===== src/rtl/calc_pkg.sv =====
// Shared opcode values, sequencer state encoding and opcode helpers for the calculator controller.
package calc_pkg;

    localparam logic [2:0] OP_ADD = 3'b000;
    localparam logic [2:0] OP_SUB = 3'b001;
    localparam logic [2:0] OP_MUL = 3'b010;
    localparam logic [2:0] OP_DIV = 3'b011;
    localparam logic [2:0] OP_MOD = 3'b100;
    localparam logic [2:0] OP_SQR = 3'b101;
    localparam logic [2:0] OP_CLR = 3'b110;
    localparam logic [2:0] OP_NOP = 3'b111;

    typedef enum logic [1:0] {
        ST_IDLE = 2'd0,
        ST_EXEC = 2'd1,
        ST_DIVW = 2'd2,
        ST_WB   = 2'd3
    } state_t;

    function automatic logic is_div_op(input logic [2:0] f);
        return (f == OP_DIV) || (f == OP_MOD);
    endfunction

    // CLR and NOP retire without marking the accumulator as holding a chained value.
    function automatic logic sets_acc_valid(input logic [2:0] f);
        return (f != OP_CLR) && (f != OP_NOP);
    endfunction

endpackage


===== src/rtl/calc_seq_divider.sv =====
// Restoring shift-subtract divider, one quotient bit per cycle over W cycles.
// div_done is high during the cycle whose edge produces the final quotient/remainder.
module calc_seq_divider #(
    parameter int W = 32
) (
    input  logic         clk,
    input  logic         rst_n,
    input  logic         start,
    input  logic [W-1:0] dividend,
    input  logic [W-1:0] divisor,
    output logic [W-1:0] quotient,
    output logic [W-1:0] remainder,
    output logic         div_done
);

    localparam int CW = $clog2(W + 1);

    logic [W-1:0]  rem_q;
    logic [W-1:0]  quo_q;
    logic [W-1:0]  dvs_q;
    logic [CW-1:0] cnt_q;
    logic          run_q;

    logic [W:0] shifted_d;
    logic [W:0] trial_d;

    always_comb begin
        shifted_d = {rem_q, quo_q[W-1]};
        trial_d   = shifted_d - {1'b0, dvs_q};
    end

    always_ff @(posedge clk or negedge rst_n) begin
        if (!rst_n) begin
            rem_q <= '0;
            quo_q <= '0;
            dvs_q <= '0;
            cnt_q <= '0;
            run_q <= 1'b0;
        end else if (start) begin
            rem_q <= '0;
            quo_q <= dividend;
            dvs_q <= divisor;
            cnt_q <= CW'(W);
            run_q <= 1'b1;
        end else if (run_q) begin
            // Borrow out of the trial subtraction means the divisor did not fit.
            if (!trial_d[W]) begin
                rem_q <= trial_d[W-1:0];
                quo_q <= {quo_q[W-2:0], 1'b1};
            end else begin
                rem_q <= shifted_d[W-1:0];
                quo_q <= {quo_q[W-2:0], 1'b0};
            end
            cnt_q <= cnt_q - CW'(1);
            if (cnt_q == CW'(1)) begin
                run_q <= 1'b0;
            end
        end
    end

    assign div_done  = run_q && (cnt_q == CW'(1));
    assign quotient  = quo_q;
    assign remainder = rem_q;

endmodule


===== src/rtl/calc_op_sequencer.sv =====
// Calculator controller: button edge detect, operand latch, one-op sequencing on the accumulator.
// Define CALC_SEQ_BTN_SYNC_EN to put a 2-flop synchronizer in front of the button edge detect.
//
//  state   | meaning
//  --------+-----------------------------------------------------------
//  IDLE    | waiting for a button rise
//  EXEC    | operands latched; single-cycle ops write, DIV/MOD start divider
//  DIVW    | divider iterating
//  WB      | divider result written to accumulator
module calc_op_sequencer
    import calc_pkg::*;
#(
    parameter int IN_W   = 8,
    parameter int DATA_W = 32,
    parameter int CNT_W  = 16
) (
    input  logic              clk,
    input  logic              rst_n,
    input  logic              button,
    input  logic [2:0]        func,
    input  logic [IN_W-1:0]   num1,
    input  logic [IN_W-1:0]   num2,
    output logic [DATA_W-1:0] result,
    output logic              acc_valid,
    output logic              busy,
    output logic              done,
    output logic              err_div0,
    output logic [CNT_W-1:0]  op_count
);

    logic btn_in;

`ifdef CALC_SEQ_BTN_SYNC_EN
    logic btn_s1_q;
    logic btn_s2_q;

    always_ff @(posedge clk or negedge rst_n) begin
        if (!rst_n) begin
            btn_s1_q <= 1'b0;
            btn_s2_q <= 1'b0;
        end else begin
            btn_s1_q <= button;
            btn_s2_q <= btn_s1_q;
        end
    end

    assign btn_in = btn_s2_q;
`else
    assign btn_in = button;
`endif

    state_t              state_q;
    logic                button_q;
    logic [2:0]          func_q;
    logic [DATA_W-1:0]   a_q;
    logic [DATA_W-1:0]   b_q;
    logic [DATA_W-1:0]   result_q;
    logic                acc_valid_q;
    logic                done_q;
    logic                err_div0_q;
    logic [CNT_W-1:0]    op_count_q;

    logic                rise_d;
    logic                div_start_d;
    logic [DATA_W-1:0]   alu_d;
    logic [DATA_W-1:0]   quotient;
    logic [DATA_W-1:0]   remainder;
    logic                div_done;

    assign rise_d      = btn_in & ~button_q;
    assign div_start_d = (state_q == ST_EXEC) && is_div_op(func_q) && (b_q != '0);

    always_comb begin
        alu_d = result_q;
        unique case (func_q)
            OP_ADD:  alu_d = a_q + b_q;
            OP_SUB:  alu_d = a_q - b_q;
            OP_MUL:  alu_d = a_q * b_q;
            OP_SQR:  alu_d = a_q * a_q;
            OP_CLR:  alu_d = '0;
            default: alu_d = result_q;
        endcase
    end

    calc_seq_divider #(
        .W(DATA_W)
    ) u_div (
        .clk       (clk),
        .rst_n     (rst_n),
        .start     (div_start_d),
        .dividend  (a_q),
        .divisor   (b_q),
        .quotient  (quotient),
        .remainder (remainder),
        .div_done  (div_done)
    );

    always_ff @(posedge clk or negedge rst_n) begin
        if (!rst_n) begin
            state_q     <= ST_IDLE;
            button_q    <= 1'b0;
            func_q      <= OP_NOP;
            a_q         <= '0;
            b_q         <= '0;
            result_q    <= '0;
            acc_valid_q <= 1'b0;
            done_q      <= 1'b0;
            err_div0_q  <= 1'b0;
            op_count_q  <= '0;
        end else begin
            button_q <= btn_in;
            done_q   <= 1'b0;
            unique case (state_q)
                ST_IDLE: begin
                    // Rises outside IDLE are dropped, not queued.
                    if (rise_d) begin
                        func_q     <= func;
                        a_q        <= acc_valid_q ? result_q : DATA_W'(num1);
                        b_q        <= DATA_W'(num2);
                        err_div0_q <= 1'b0;
                        state_q    <= ST_EXEC;
                    end
                end
                ST_EXEC: begin
                    if (is_div_op(func_q)) begin
                        if (b_q == '0) begin
                            err_div0_q <= 1'b1;
                            done_q     <= 1'b1;
                            state_q    <= ST_IDLE;
                        end else begin
                            state_q <= ST_DIVW;
                        end
                    end else begin
                        result_q <= alu_d;
                        if (sets_acc_valid(func_q)) begin
                            acc_valid_q <= 1'b1;
                        end else if (func_q == OP_CLR) begin
                            acc_valid_q <= 1'b0;
                        end
                        done_q     <= 1'b1;
                        op_count_q <= op_count_q + CNT_W'(1);
                        state_q    <= ST_IDLE;
                    end
                end
                ST_DIVW: begin
                    if (div_done) begin
                        state_q <= ST_WB;
                    end
                end
                ST_WB: begin
                    result_q    <= (func_q == OP_DIV) ? quotient : remainder;
                    acc_valid_q <= 1'b1;
                    done_q      <= 1'b1;
                    op_count_q  <= op_count_q + CNT_W'(1);
                    state_q     <= ST_IDLE;
                end
                default: state_q <= ST_IDLE;
            endcase
        end
    end

    assign result    = result_q;
    assign acc_valid = acc_valid_q;
    assign busy      = (state_q != ST_IDLE);
    assign done      = done_q;
    assign err_div0  = err_div0_q;
    assign op_count  = op_count_q;

endmodule


===== config.mk =====
export PLATFORM = sky130hd
export DESIGN_NAME = calc_op_sequencer
export DESIGN_NICKNAME = d
export VERILOG_FILES = /design/src/rtl/calc_pkg.sv /design/src/rtl/calc_seq_divider.sv /design/src/rtl/calc_op_sequencer.sv
export SDC_FILE = /design/constraint.sdc
export NUM_CORES = 2
export LEC_CHECK = 0
export ABC_CLOCK_PERIOD_IN_PS = 7900
export CAP_MARGIN = 0
export CELL_PAD_IN_SITES_DETAIL_PLACEMENT = 0
export CELL_PAD_IN_SITES_GLOBAL_PLACEMENT = 2
export CORE_UTILIZATION = 41
export DETAILED_ROUTE_END_ITERATION = 7
export HOLD_SLACK_MARGIN = 0.02
export PLACE_DENSITY = 0.95
export SYNTH_ARGS = -nofsm -noshare
export SYNTH_HDL_FRONTEND = slang
export SYNTH_HIERARCHICAL = 1
export SYNTH_SLANG_ARGS = --single-unit
export TNS_END_PERCENT = 30

===== constraint.sdc =====
create_clock -name clk -period 7.9 [get_ports clk]
set_clock_uncertainty 0.05 [all_clocks]
set_input_delay 1.58 -clock clk [delete_from_list [all_inputs] [get_ports clk]]
set_output_delay 1.58 -clock clk [all_outputs]
set_load 0.005 [all_outputs]

# == Yosys cells after proc, flatten, opt, wreduce, memory -nomap -nowiden ==
# Cells that the tools add are included.
# totals
reg_bits,176
word_cells,96
output_inout_bits,52
in_bits,22
# classes
mul,2
n_mux,34
addsub,5
reduce_logical,19
bitwise,2
eq_ne,19
# op_table
op,count
two-way mux 32 bit,8
case mux 32 bit (5 select lines),1
case mux 32 bit (2 select lines),1
subtractor 33 x 8 -> 33 bit,1
adder 32 x 8 -> 32 bit,1
zero test 32 bit,1
multiplier 32 x 32 -> 32 bit,1
multiplier 32 x 8 -> 32 bit,1
case mux 16 bit (2 select lines),1
nonzero test 32 bit,1
subtractor 32 x 8 -> 32 bit,1
adder 16 x 1 -> 16 bit (second input constant),1
two-way mux 16 bit,1
two-way mux 1 bit,12
two-way mux 6 bit,2
== test 3 bit (second input constant),3
two-way mux 2 bit,4
case mux 2 bit (4 select lines),1
nonzero test 2 bit,4
== test 3 x 2 -> 1 bit (second input constant),2
== test 6 x 1 -> 1 bit (second input constant),1
inequality test 2 bit (second input constant),3
inequality test 3 bit (second input constant),2
inequality test 6 x 1 -> 1 bit (second input constant),1
16 further kinds,26

# == Longest topological paths before layout ==
# logic_depth
depth_word,5
mapped_depth,28
ltp_nobuf,27

# == By module ==
# Netlist, hierarchy kept.
# modules_own_cells
mod,area_each_um2,seq_area_each_um2,cells_per_inst,instances
calc_op_sequencer,26188.9,2431.1,2946,1
calc_seq_divider,6537.5,2577.5,768,1

# == Least setup slack after synthesis ==
# Ideal clock, no wire load.
# synth_path
path_kind,register to register
from,reg a_q[2]
to,reg result_q[24] (netlist: result[24])
required_ns,7.729
path_buffers,2
stages_incl_launch_ff,28
setup_slack_ns,0.745
setup_ns,0.121
synth_period_minus_slack_ns,7.155
arrival_ns,6.984
cell_sequence,dfrtp_1 -> clkbuf_1 -> clkbuf_1 -> nand2_1 -> fa_1 -> inv_1 -> fa_1 -> inv_1 -> fa_1 -> fa_1 -> inv_1 -> fa_1 -> inv_1 -> fa_1 -> inv_1 -> fa_1 -> fa_1 -> ha_1 -> a21o_1 -> a21o_1 -> nor3b_1 -> nand3_1 -> a31oi_1 -> o21bai_1 -> a21o_1 -> xnor2_1 -> o21ai_0 -> a22o_1
# synth_between
elab_chain_len,4
elab_cells_between_ends,7
cone_classes,add/sub (2); mul (2); mux (3)
# synth_rtl
element,line,rtl
start: declaration,calc_op_sequencer.sv:55,logic [DATA_W-1:0] a_q;
start signal: assignment,calc_op_sequencer.sv:118,a_q <= acc_valid_q ? result_q : DATA_W'(num1);
multiplier 32 x 32 -> 32 bit (tied with other cells),calc_op_sequencer.sv:79,OP_SQR: alu_d = a_q * a_q;
case mux 32 bit (5 select lines) *,calc_op_sequencer.sv:75,unique case (func_q)
two-way mux 32 bit *,calc_op_sequencer.sv:125,if (is_div_op(func_q)) begin
case mux 32 bit (2 select lines) *,calc_op_sequencer.sv:113,unique case (state_q)
end signal: assignment,calc_op_sequencer.sv:134,result_q <= alu_d;
end signal: assignment,calc_op_sequencer.sv:151,result_q <= (func_q == OP_DIV) ? quotient : remainder;
end: declaration,calc_op_sequencer.sv:57,logic [DATA_W-1:0] result_q;
# Every way passes the cells marked *; elsewhere a longest branch is shown, timed or not. The select of a mux whose other input is x is not followed.
# A chain may end at the register's enable or synchronous reset.

# == Final worst setup path ==
# layout_path
from,reg a_q[5]
to,reg result_q[31] (netlist: result[31])
# Same word-level chain as after synthesis.

==> run metrics <==
Synth Instances=3714; final setup fails=0; Fin. Hold Viols=0; RSZ-0062 raised after global routing=false; status=complete, no violations; Starting Density=41.4%; PortBufs=73; Final Instance Area=35400 um^2; CTS Root Cell=clkbuf_16; Worst Tran Pin Value=1.08 ns; top_reg_cell synth=dfrtp_1; Mapped Avg Cell Area=8.81 um^2; slew margin rel.=27.8%; global route total overflow=0; TritonCTS Buffers=17; Die Width=285 um; dpl ws=0.377 ns; setup ws final=0.310 ns; commonest non-fill, non-tap cell in the layout=inv_1; WL per Instance=19.9 um; IO Pins=74; GRT Overall Usage=24.5%; Die Y=285 um; largest net degree at the start of global routing=110; Critical Path, Cell by Cell=buf_4 -> nand2_1 -> fa_1 -> inv_1 -> fa_1 -> inv_1 -> fa_1 -> inv_1 -> fa_1 -> ha_1 -> ha_1 -> inv_1 -> fa_1 -> inv_1 -> fa_1 -> ha_1 -> nor4_1 -> o32a_1 -> o31a_1 -> o21ai_0 -> a21oi_1 -> xnor2_1 -> o2111ai_1 -> o221a_1; global placer's final weighted congestion=0.940; period utilization=96.1%; worst-skew pair later-pin latency=0.52 ns; core area=79000 um^2; WL final=95300 um; Layout area overhead=8.26%; worst path required time=8.26 ns; vias in the first global route=26800; placed cell areas=34800 um^2; #FFs+latches synth=200; Die Area=81000 um^2; n_diodes=0; crit start category=register; share of flip-flops with an asynchronous set or reset=100%; critical path class=reg -> reg; max-slew violations=0; Crit-path slowest cell=nor4_1; final core occ=44.8%; CTS tree=yes; CP top delay family=adder cells; synthesized cell area=32700 um^2; via/cell ratio=5.30; H-tree depth=4; DRT antenna net count=0; global-route wire length before repair=154000 um; Max Cap Viol=0; layout net count=4506; Cell variety after synth=87; clk slew on worst S/H paths=0.09 ns; Fillers=7778; hpwl dp=76000 um; max incr delay on CP=0.58 ns; clock sink count=200; FMAX=0.132 GHz; DR DRC count=0; routed via count=25400; row count=103; Worst path most repeated cell=fa_1; initial antenna violation count=0; Buf+Inv Stages, Crit Path=6; WP data arrival=7.95 ns; register area share after synthesis=15.3%; Starting DRT DRC Count=1708; share of layout cells above drive strength 1=4.63%; Worst Hold Class=reg -> reg; Sum Neg Setup Slack=0 ns; DR pass1 iterations=5; Worst Setup End Kind=register; Synthesis Warnings=6; Worst Path Max Fanout=22; commonest non-fill, non-tap cells in the layout=inv_1, nand2_1, fa_1; minimum clock period=7.59 ns; Post-synth EDFFs=0; Clock Path Buffers=2
[kinds of logic after synthesis]
logic type / after synthesis / share of synthesized area (%)
AOI/OAI and AO/OA: 599 / 11.8
xor gates and xnor gates: 160 / 4.30
adders and majority gates: 761 / 41.1
buffers and inverters: 798 / 9.24
DFF: 200 / 15.3
muxes: 65 / 2.05
other: 1 / 0.0115
and+or+nand+nor: 1130 / 16.2
[per-layer routing]
layer	global-route usage, %	wire length, um	vias up	share of wire, %
met2	40.0	44700	641	47
met4	5.28	1690	0	1.8
met1	34.3	43300	12800	45
met3	3.80	5570	87	5.8
met5	0	0	-	0
li1	-	-	11800	-
[worst register-to-register path, delay by kind of cell (launching register included)]
kind	cells	cell delay (ns)
adder cells (fa/ha/maj)	9	3.77
AO/OA/AOI/OAI	6	1.54
AND/OR/NAND/NOR	2	0.71
buffers and inverters	6	0.65
flip-flops	1	0.51
XOR/XNOR	1	0.25
[registers in the layout (all words and copies together), names as in the netlist, named ones only]
signal / cells
a_q: 32
acc_valid: 1
b_q: 8
button_q: 1
done: 1
err_div0: 1
func_q: 3
op_count: 16
result: 32
state_q: 1
u_div/cnt_q: 6
u_div/dvs_q: 32
u_div/quotient: 32
u_div/remainder: 32
u_div/run_q: 1
[stage by stage]
step	cells	hold slack [ns]
after CTS	4786	0.436
after global routing	4786	0.444
after detailed placement	4754	0.421
final	4786	0.430
after floorplan	3737	0.401
after global placement	4754	0.412
[timing repair]
| item | 4_1_cts | 5_1_grt |
|---|---|---|
| hold buffers | 0 | 0 |
| setup endpoints to repair | 0 | 3 |
| resized for setup | 0 | 2 |
| setup buffers | 0 | 0 |
[layout make-up]
class / instances / area (um^2) / area share [%]
repair buffers: 155 / 1350 / 3.81
multi-input cells: 2739 / 24800 / 70.0
clock inverters: 15 / 223 / 0.629
flip-flops and latches: 200 / 5010 / 14.2
inverters: 610 / 2290 / 6.46
well taps: 1050 / 1310 / 3.71
clock buffers: 17 / 425 / 1.20
[path summary, 6_finish.rpt]
| check | start | end | slack, ns | cells past startpoint |
|---|---|---|---|---|
| max | a_q[5]$_DFFE_PN0P_ | result[31]$_DFFE_PN0P_ | 0.31 | 24 |
| min | op_count[15]$_DFFE_PN0P_ | op_count[15]$_DFFE_PN0P_ | 0.43 | 1 |
| max reg2reg | a_q[5]$_DFFE_PN0P_ | result[31]$_DFFE_PN0P_ | 0.31 | 24 |
| min reg2reg | op_count[15]$_DFFE_PN0P_ | op_count[15]$_DFFE_PN0P_ | 0.43 | 1 |
| max in group asynchronous | rst_n | u_div/run_q$_DFF_PN0_ | 5.43 | 2 |
| min in group asynchronous | rst_n | op_count[8]$_DFFE_PN0P_ | 1.03 | 1 |
[Yosys cell counts, types with 20 or more instances]
| cell type | n | share of area (%) |
|---|---|---|
| a211oi_1 | 20 | 0.46 |
| a21o_1 | 47 | 1.1 |
| a21oi_1 | 140 | 2.1 |
| a311oi_1 | 24 | 0.64 |
| a31oi_1 | 28 | 0.54 |
| and2_1 | 235 | 4.5 |
| and3_1 | 25 | 0.48 |
| clkbuf_1 | 174 | 2.0 |
| dfrtp_1 | 197 | 15 |
| fa_1 | 522 | 32 |
| ha_1 | 239 | 9.1 |
| inv_1 | 609 | 7.0 |
| mux2i_1 | 49 | 1.5 |
| nand2_1 | 554 | 6.4 |
| nand2b_1 | 21 | 0.40 |
| nand3_1 | 56 | 0.86 |
| nor2_1 | 129 | 1.5 |
| nor2b_1 | 21 | 0.40 |
| nor3_1 | 30 | 0.46 |
| o21ai_0 | 187 | 2.9 |
| xnor2_1 | 106 | 2.8 |
| xor2_1 | 53 | 1.4 |
Power is not shown: default switching activity piles up to over one toggle a cycle in this logic, so the estimate is an artifact.
